**src/rtl/grf_wb_arbiter_pkg.sv**
```systemverilog
// Shared widths, state encoding and defaults for the GRF writeback arbiter.
package grf_wb_arbiter_pkg;
  localparam int WORD_W           = 32;
  localparam int REG_W            = 5;
  localparam int NREGS            = 32;
  localparam int STARVE_LIMIT_DEF = 4;

  typedef enum logic [1:0] {
    ST_IDLE  = 2'd0,
    ST_HOLD  = 2'd1,
    ST_FORCE = 2'd2
  } wb_state_t;
endpackage

```
**src/rtl/grf_wb_arbiter_scoreboard.sv**
```systemverilog
// Outstanding-write scoreboard: one pending bit per GRF register, with a
// hazard lookup that ignores the register currently being drained.
module grf_scoreboard
  import grf_wb_arbiter_pkg::*;
(
  input  logic             clk,
  input  logic             reset,
  input  logic             set_en,
  input  logic [REG_W-1:0] set_a,
  input  logic             clr_en,
  input  logic [REG_W-1:0] clr_a,
  input  logic [REG_W-1:0] look_a1,
  input  logic [REG_W-1:0] look_a2,
  input  logic [REG_W-1:0] look_a3,
  output logic [NREGS-1:0] pending,
  output logic             hit
);
  logic [NREGS-1:0] pend_q;
  logic [NREGS-1:0] pend_d;

  function automatic logic is_hazard(input logic [NREGS-1:0] vec,
                                     input logic [REG_W-1:0] a,
                                     input logic             skip_en,
                                     input logic [REG_W-1:0] skip_a);
    return (a != '0) && vec[a] && !(skip_en && (a == skip_a));
  endfunction

  // Clear before set so a same-edge issue to the drained register wins.
  always_comb begin
    pend_d = pend_q;
    if (clr_en) pend_d[clr_a] = 1'b0;
    if (set_en && (set_a != '0)) pend_d[set_a] = 1'b1;
    pend_d[0] = 1'b0;
  end

  always_ff @(posedge clk or posedge reset) begin
    if (reset) pend_q <= '0;
    else       pend_q <= pend_d;
  end

  assign pending = pend_q;
  assign hit     = is_hazard(pend_q, look_a1, clr_en, clr_a) ||
                   is_hazard(pend_q, look_a2, clr_en, clr_a) ||
                   is_hazard(pend_q, look_a3, clr_en, clr_a);
endmodule

```
**src/rtl/grf_wb_arbiter.sv**
```systemverilog
// Shares the single GRF write port between the pipeline writeback and a
// one-entry buffer of multiply/divide results, with starvation relief.
module grf_wb_arbiter
  import grf_wb_arbiter_pkg::*;
#(
  parameter int STARVE_LIMIT = STARVE_LIMIT_DEF
) (
  input  logic              clk,
  input  logic              reset,
  input  logic              wb_we,
  input  logic [REG_W-1:0]  wb_a3,
  input  logic [WORD_W-1:0] wb_wd,
  input  logic              md_issue,
  input  logic [REG_W-1:0]  md_dst,
  input  logic              md_rvalid,
  input  logic [REG_W-1:0]  md_ra3,
  input  logic [WORD_W-1:0] md_rwd,
  output logic              md_rready,
  input  logic [REG_W-1:0]  dec_a1,
  input  logic [REG_W-1:0]  dec_a2,
  input  logic [REG_W-1:0]  dec_a3,
  output logic              grf_we,
  output logic [REG_W-1:0]  grf_a3,
  output logic [WORD_W-1:0] grf_wd,
  output logic              stall,
  output logic [NREGS-1:0]  pending
);
  localparam int AGE_W = $clog2(STARVE_LIMIT + 1);
  localparam logic [AGE_W-1:0] AGE_MAX = AGE_W'(STARVE_LIMIT);

  wb_state_t         state_q, state_d;
  logic [AGE_W-1:0]  age_q, age_d, age_inc;
  logic [REG_W-1:0]  buf_a3_q;
  logic [WORD_W-1:0] buf_wd_q;
  logic              load;
  logic              port_free;
  logic              drain;
  logic              sb_hit;

  assign port_free = !(wb_we && (wb_a3 != '0));
  assign drain     = (state_q != ST_IDLE) && port_free;
  assign age_inc   = (age_q == AGE_MAX) ? age_q : age_q + AGE_W'(1);

  grf_scoreboard u_sb (
    .clk     (clk),
    .reset   (reset),
    .set_en  (md_issue),
    .set_a   (md_dst),
    .clr_en  (drain),
    .clr_a   (buf_a3_q),
    .look_a1 (dec_a1),
    .look_a2 (dec_a2),
    .look_a3 (dec_a3),
    .pending (pending),
    .hit     (sb_hit)
  );

  always_ff @(posedge clk or posedge reset) begin
    if (reset) begin
      state_q  <= ST_IDLE;
      age_q    <= '0;
      buf_a3_q <= '0;
      buf_wd_q <= '0;
    end else begin
      state_q <= state_d;
      age_q   <= age_d;
      if (load) begin
        buf_a3_q <= md_ra3;
        buf_wd_q <= md_rwd;
      end
    end
  end

  always_comb begin
    state_d   = state_q;
    age_d     = age_q;
    load      = 1'b0;
    md_rready = 1'b0;
    grf_we    = wb_we;
    grf_a3    = wb_a3;
    grf_wd    = wb_wd;
    stall     = sb_hit;

    // A buffered result with $0 as destination drains silently.
    if (drain) begin
      grf_we = (buf_a3_q != '0);
      grf_a3 = buf_a3_q;
      grf_wd = buf_wd_q;
    end

    unique case (state_q)
      ST_IDLE: begin
        md_rready = 1'b1;
        if (md_rvalid) begin
          load    = 1'b1;
          age_d   = '0;
          state_d = ST_HOLD;
        end
      end
      ST_HOLD: begin
        if (port_free) begin
          state_d = ST_IDLE;
        end else begin
          age_d = age_inc;
          if (age_inc == AGE_MAX) state_d = ST_FORCE;
        end
      end
      ST_FORCE: begin
        stall = 1'b1;
        if (port_free) state_d = ST_IDLE;
      end
      default: state_d = ST_IDLE;
    endcase
  end
endmodule

```
**config.mk**
```make
export PLATFORM = sky130hd
export DESIGN_NAME = grf_wb_arbiter
export DESIGN_NICKNAME = d
export VERILOG_FILES = /design/src/rtl/grf_wb_arbiter_pkg.sv /design/src/rtl/grf_wb_arbiter_scoreboard.sv /design/src/rtl/grf_wb_arbiter.sv
export SDC_FILE = /design/constraint.sdc
export NUM_CORES = 1
export LEC_CHECK = 0
export BUFFER_PORTS_ARGS = -buffer_cell sky130_fd_sc_hd__buf_2
export CAP_MARGIN = 25
export CORE_MARGIN = 8
export CORE_UTILIZATION = 47
export DETAILED_ROUTE_END_ITERATION = 6
export HOLD_SLACK_MARGIN = 0.06
export PLACE_DENSITY_LB_ADDON = 0.1
export SYNTH_ARGS = -nofsm -noshare
export SYNTH_HDL_FRONTEND = slang
export SYNTH_SLANG_ARGS = --single-unit
```
**constraint.sdc**
```tcl
create_clock -name clk -period 2.4 [get_ports clk]
set_input_delay 0.24 -clock clk [delete_from_list [all_inputs] [get_ports clk]]
set_output_delay 0.24 -clock clk [all_outputs]
set_load 0.01 [all_outputs]
```
==> results.txt, run 1 <==
Maximum root-to-sink buffer count: 2
Min Hold Slack: 0.120 ns
Insertion delay to the later sink of the worst-skew pair: 0.34 ns
Ys flop type: dfrtp_1
Area after DPL: 0.00553 mm²
Synth Warn #: 0
Pwr dens: 1070 mW/mm²
# placed instances: 693
Clock sinks: 73
IO Pins: 171
Slew at the pin closest to its max-slew limit: 0.519 ns
CP required: 2.16 ns
Antenna Violating Nets Remaining: 0
Die area: 0.0131 mm²
Nets: 675
Finished Layout Cells: 712
Worst IR Drop VDD: 0.448 mV
Reg power frac: 0.392
Number of port buffers: 169
H-tree depth: 3
Worst Path Max Fanout: 5
Avg Cell Area, Syn: 11.2 µm²
First-pass GRT wire length: 22000 µm
Area leader, netlist: dfrtp_1
Seq cells post-synth: 73
Antenna cells: 0
Netlist Area Pre-Place: 0.00454 mm²
Rel. slew slack: 0.654
DR vias/cell: 5.70
Final worst path period share: 0.964
Crit. End Element: output pin
Clk root buf: clkbuf_8
Net switching power: 2.38 mW
Fmax: 432 MHz
Top cells by area, synth: dfrtp_1 (40%), mux2_2 (19%), mux4_2 (7.4%)
Largest net degree at the start of global routing: 74
Std-Cell Rows: 36
Switching Fraction: 0.384
Routed wire per std cell: 19.4 µm
Synth unique cells: 46
Post-Syn Nets: 507
Post-synthesis sequential area ratio: 0.403
Final setup violation count: 0
Drt drc: 0
Post-synth EDFFs: 0
TritonCTS clock tree: built
Crit path kind: flop to output pin
Leakage dissipation: 2.56 nW
Die Y: 114 µm
Fraction of registers with async set/reset: 1.00
RD Place Congestion: 0.871
GR Util All Layers: 0.214
CP arrival: 2.07 ns
Die X: 114 µm
Final Util: 0.604
DR vias: 4056
Area Growth Syn to Fin: 27.6%
Total power: 6.20 mW
Final Hold Vio Count: 0
Initial DRC Count: 308
Detailed Route WL: 13800 µm
Syn Inst Count: 406
Tightest Hold Check Type: primary input to flop
TritonCTS Buffers: 9
Slew Viols, Final: 0
Share of layout cells above drive strength 1: 0.518
Dpl hpwl: 10300 µm
Power share of the combinational group: 0.429
Final instance area: 0.00579 mm²
Core ar.: 0.00959 mm²
Vias in the first global route: 4269
Status: completed
Layout Skew: 0.0106 ns
Total grt overflow: 0
Min Tclk post-route: 2.31 ns
Max-cap check violation count: 0
Clock Power Share: 0.180
Power Internal: 3.82 mW
Initial core utilization: 0.473
Worst-path clk slew: 0.09 ns
Critical Path Start Type: flop
Initial antenna violation count: 0
Drt first pass iters: 5
Top cell type's share of synthesized area: 0.403
-- path summary, 6_finish.rpt --
path / slack (ns) / start / depth (start not counted) / to
worst max-delay path: 0.09 / u_sb.pending[5]$_DFF_PP0_ / 6 / stall
worst min-delay path: 0.12 / md_rwd[2] / 2 / buf_wd_q[2]$_DFFE_PP0P_
worst max register to register: 0.41 / state_q[1]$_DFFE_PP0P_ / 6 / u_sb.pending[14]$_DFF_PP0_
worst min register to register: 0.51 / state_q[1]$_DFFE_PP0P_ / 1 / state_q[0]$_DFFE_PP0P_
max in group asynchronous: 1.56 / reset / 4 / u_sb.pending[5]$_DFF_PP0_
min in group asynchronous: 0.54 / reset / 4 / buf_wd_q[6]$_DFFE_PP0P_
-- kinds of logic (layout without fill, tap and decap cells) --
family          Yosys count  after routing  share of synthesized area
mux                     106            106                      0.296
compound gates           94             94                      0.125
simple gates             88             88                      0.112
flops                    73             73                      0.403
buf+inv                  27            200                     0.0292
xor+xnor                 15             15                     0.0290
fa+ha+maj                 2              2                    0.00551
other cells               1              1                   0.000826
-- per-layer routing --
layer	track usage	share of wire
met4	0.0772	0.021
met5	0	0
met1	0.259	0.40
met3	0.0675	0.097
met2	0.349	0.48
-- layout by cell type (no fill, tap or decap), drive strengths merged, types with 2 or more instances in the layout --
| master | n |
|---|---|
| clkinv | 2 |
| nor2 | 9 |
| nor3 | 3 |
| o41ai | 3 |
| and3 | 3 |
| o21ai | 63 |
| a311o | 2 |
| a2111oi | 2 |
| buf | 179 |
| ha | 2 |
| mux2 | 77 |
| nand2b | 7 |
| o22ai | 3 |
| clkbuf | 10 |
| o31ai | 2 |
| bufinv | 2 |
| nand3 | 5 |
| a21oi | 8 |
| xor2 | 9 |
| o2111ai | 3 |
| nor2b | 9 |
| nand2 | 20 |
| dfrtp | 73 |
| or3 | 3 |
| inv | 5 |
| or3b | 4 |
| mux2i | 14 |
| nand4 | 5 |
| xnor2 | 6 |
| a221o | 2 |
| nand3b | 16 |
| mux4 | 15 |
-- synth_stat cells (7+ instances only) --
cell type,number
buf_2,7
nand3b_1,16
nor2b_1,9
dfrtp_1,73
nor2_1,9
mux2i_1,14
mux2_2,77
nand2_1,20
clkbuf_1,10
o21ai_0,63
nand2b_1,7
mux4_2,15
a21oi_1,8
xor2_1,9
-- registers in the layout (all words and copies together) (netlist names) --
signal / cells
u_sb.pending: 31
buf_wd_q: 32
age_q: 3
buf_a3_q: 5
state_q: 2
-- power groups by stage --
stage	clock [mW]	combinational, mW	sequential, mW
floorplan	0	1.71	2.29
global placement	0	2.60	2.41
detailed placement	0	2.63	2.43
CTS	1.14	2.64	2.42
global route	1.19	2.93	2.53
finish	1.11	2.66	2.43
-- critical path: stages, from the launching register on --
cell and delay (ns):
dfrtp_2 0.45, mux2_2 0.27, a221o_1 0.29, a311o_1 0.34, o2111ai_1 0.10, nand4_1 0.12
buf_2 0.16
-- through the flow --
step / setup slack (ns) / setup TNS [ns]
floorplan: 0.307 / 0
global placement: 0.245 / 0
detailed placement: 0.217 / 0
CTS: 0.0569 / 0
global route: -0.0104 / -0.0104
finish: 0.0859 / 0
-- timing repair --
| item | CTS | global route |
|---|---|---|
| hold endpoints to repair | 73 | 0 |
| hold buffers | 1 | 0 |
| gates resized for setup | 0 | 5 |
| setup endpoints to repair | 0 | 1 |
| buffers inserted | 0 | 2 |
-- final cells by class --
class                           count  area, µm²
Timing Repair Buffer              180        968
Clock inverter                      6       90.1
Multi-Input combinational cell    306       2580
Clock buffer                       10        138
Inverter                            4       15.0
Fill cell                         864       3800
Sequential cell                    73       1830
Tap cell                          133        166
No activity file was read; power rests on OpenSTA's default activity.
==> run 2, diff against run 1 <==
==> constraint.sdc (replaced) <==
create_clock -name clk -period 2.4 [get_ports clk]
set_input_delay 0.24 -clock clk [delete_from_list [all_inputs] [get_ports clk]]
set_output_delay 0.24 -clock clk [all_outputs]
set_load 0.005 [all_outputs]
==> results.txt, run 2 (synthesis gave the netlist of run 1 again) <==
Nets: 675 (unchanged)
Vias in the first global route: 4314 (+1.1%)
Number of port buffers: 169 (unchanged)
Min Tclk post-route: 2.31 ns (-0.00307 ns)
Critical path buffers and inverters: 1 (unchanged)
Clock Power Share: 0.176 (-0.004)
Routed wire per std cell: 19.3 µm (about the same)
Max reg flops: 32 (unchanged)
Switching Fraction: 0.363 (-0.0209)
Insertion delay to the later sink of the worst-skew pair: 0.33 ns (about the same)
Critical path's largest stage delay: 0.46 ns (about the same)
Final setup violation count: 0 (unchanged)
Reg power frac: 0.413 (+0.021)
Setup TNS: 0 ns (unchanged)
Clock sinks: 73 (unchanged)
Leakage dissipation: 2.55 nW (-0.26%)
Pre-CTS WS: 0.239 ns (+0.0214 ns)
Clk root buf: clkbuf_8
Top reg by flops: buf_wd_q
Detailed Route WL: 13800 µm (-0.23%)
Initial DRC Count: 232 (-25%)
Slew at the pin closest to its max-slew limit: 0.574 ns (+0.0556 ns)
Share of layout cells above drive strength 1: 0.509 (-0.00948)
Core ar.: 0.00959 mm² (unchanged)
Critical Path, Cell by Cell: mux2_2 -> a221o_1 -> a311o_1 -> o2111ai_1 -> nand4_1 -> buf_2
Reg2reg start: state_q[1]$_DFFE_PP0P_
Net switching power: 2.16 mW (-9.5%)
Critical Path Start Type: flop
Hold path depth: 2 (unchanged)
Status: completed
Maximum root-to-sink buffer count: 2 (unchanged)
Dpl hpwl: 10500 µm (+2.4%)
Highest-delay cell along the critical path: dfrtp_2
Die area: 0.0131 mm² (unchanged)
TritonCTS Buffers: 9 (unchanged)
DR vias/cell: 5.66 (-0.58%)
Hold EP: buf_wd_q[18]$_DFFE_PP0P_
Worst Path Max Fanout: 5 (unchanged)
Final Hold Vio Count: 0 (unchanged)
Die Y: 114 µm (unchanged)
Most frequent cells in the layout: buf_2 (169), mux2_2 (77), dfrtp_1 (71)
Setup WS post-layout: 0.0889 ns (+0.00307 ns)
CP arrival: 2.07 ns (about the same)
Worst IR Drop VDD: 0.386 mV (-14%)
Antenna cells: 0 (unchanged)
Layout Skew: 0.00422 ns (-0.00636 ns)
Worst reg-to-reg path cell count: 6 (unchanged)
First-pass GRT wire length: 21900 µm (-0.44%)
Commonest non-fill, non-tap cell in the layout: buf_2
Rel. slew slack: 0.617 (-0.0370)
Die X: 114 µm (unchanged)
Worst-path clk slew: 0.07 ns (-0.02 ns)
H-tree depth: 3 (unchanged)
Drt first pass iters: 4 (-1)
Slew Viols, Final: 0 (unchanged)
GR Util All Layers: 0.214 (+0.000757)
Crit. End Element: output pin
Total grt overflow: 0 (unchanged)
Pwr dens: 1030 mW/mm² (-3.7%)
Power Internal: 3.78 mW (-1.0%)
Reg2reg end: u_sb.pending[13]$_DFF_PP0_
IO Pins: 171 (unchanged)
Initial antenna violation count: 0 (unchanged)
Antenna Violating Nets Remaining: 0 (unchanged)
RD Place Congestion: 0.865 (-0.67%)
Final worst path period share: 0.963 (-0.00128)
HP Start: md_rwd[18]
Std-Cell Rows: 36 (unchanged)
DR vias: 4027 (-0.71%)
TritonCTS clock tree: built
CP required: 2.16 ns (about the same)
Crit path kind: flop to output pin
RSZ-0062 raised after global routing: false
Fmax: 433 MHz (+0.13%)
Power share of the combinational group: 0.411 (-0.018)
Tightest Hold Check Type: primary input to flop
Initial core utilization: 0.473 (unchanged)
Max-cap check violation count: 0 (unchanged)
Area Growth Syn to Fin: 26.8%
R2R setup slack: 0.44 ns (+0.03 ns)
Drt drc: 0 (unchanged)
Top delay family on crit path: compound AO/OA/AOI/OAI gates
Largest net degree at the start of global routing: 38 (-49%)
## run 2: cell types whose count changed in the layout (fill, tap and decap cells not counted), sizes merged
cell      change
clkinvlp      -1
inv           -1
clkinv        -1
clkbuf        +2
## run 2: worst max-delay path by stage
stage | slack [ns] | depth (start not counted) | start | to
global placement | 0.25 | 8 | wb_a3[3] | stall
detailed placement | 0.24 | 7 | dec_a1[0] | stall
CTS | 0.07 | 6 | u_sb.pending[4]$_DFF_PP0_ | stall
global route | 0.003 | 6 | u_sb.pending[4]$_DFF_PP0_ | stall
finish | 0.09 | 6 | u_sb.pending[4]$_DFF_PP0_ | stall
floorplan | 0.31 | 1 | reset | age_q[0]$_DFFE_PP0P_
## run 2: routing by layer
metal  part of all wire  up-vias  global-route usage
met4              0.021        0              0.0949
met3              0.079       25              0.0570
met5                  0        -                   0
li1                   -     1869                   -
met1               0.41     1939               0.252
met2               0.49      194               0.360
## run 2: power by group through the flow
stage | logic [mW] | registers [mW] | clock network, mW
finish | 2.44 | 2.45 | 1.05
global placement | 2.40 | 2.42 | 0
global route | 2.70 | 2.54 | 1.12
floorplan | 1.64 | 2.19 | 0
CTS | 2.45 | 2.44 | 1.07
detailed placement | 2.44 | 2.46 | 0
## run 2: area by class of cell
class / instances / area [µm²]
Timing Repair Buffer: 180 / 956
Tap cell: 133 / 166
Inverter: 4 / 15.0
Clock inverter: 3 / 65.1
Clock buffer: 12 / 145
Multi-Input combinational cell: 306 / 2580
Fill cell: 874 / 3840
Sequential cell: 73 / 1830
## run 2: what timing repair did
item                       4_1_cts  5_1_grt
buffers inserted                 0        1
setup endpoints to repair        0        1
gates resized for setup          0        2
hold buffers                     1        0
hold endpoints to repair        12        0
## run 2: stage by stage
step	cell area (µm²)	hold slack, ns	total power [mW]	utilization	cells
global route	5760	0.117	6.36	0.600	711
floorplan	4540	0.366	3.82	-	406
detailed placement	5530	0.215	4.90	0.576	694
finish	5760	0.133	5.93	0.600	711
CTS	5750	0.112	5.96	0.599	710
global placement	5530	0.210	4.82	0.576	694
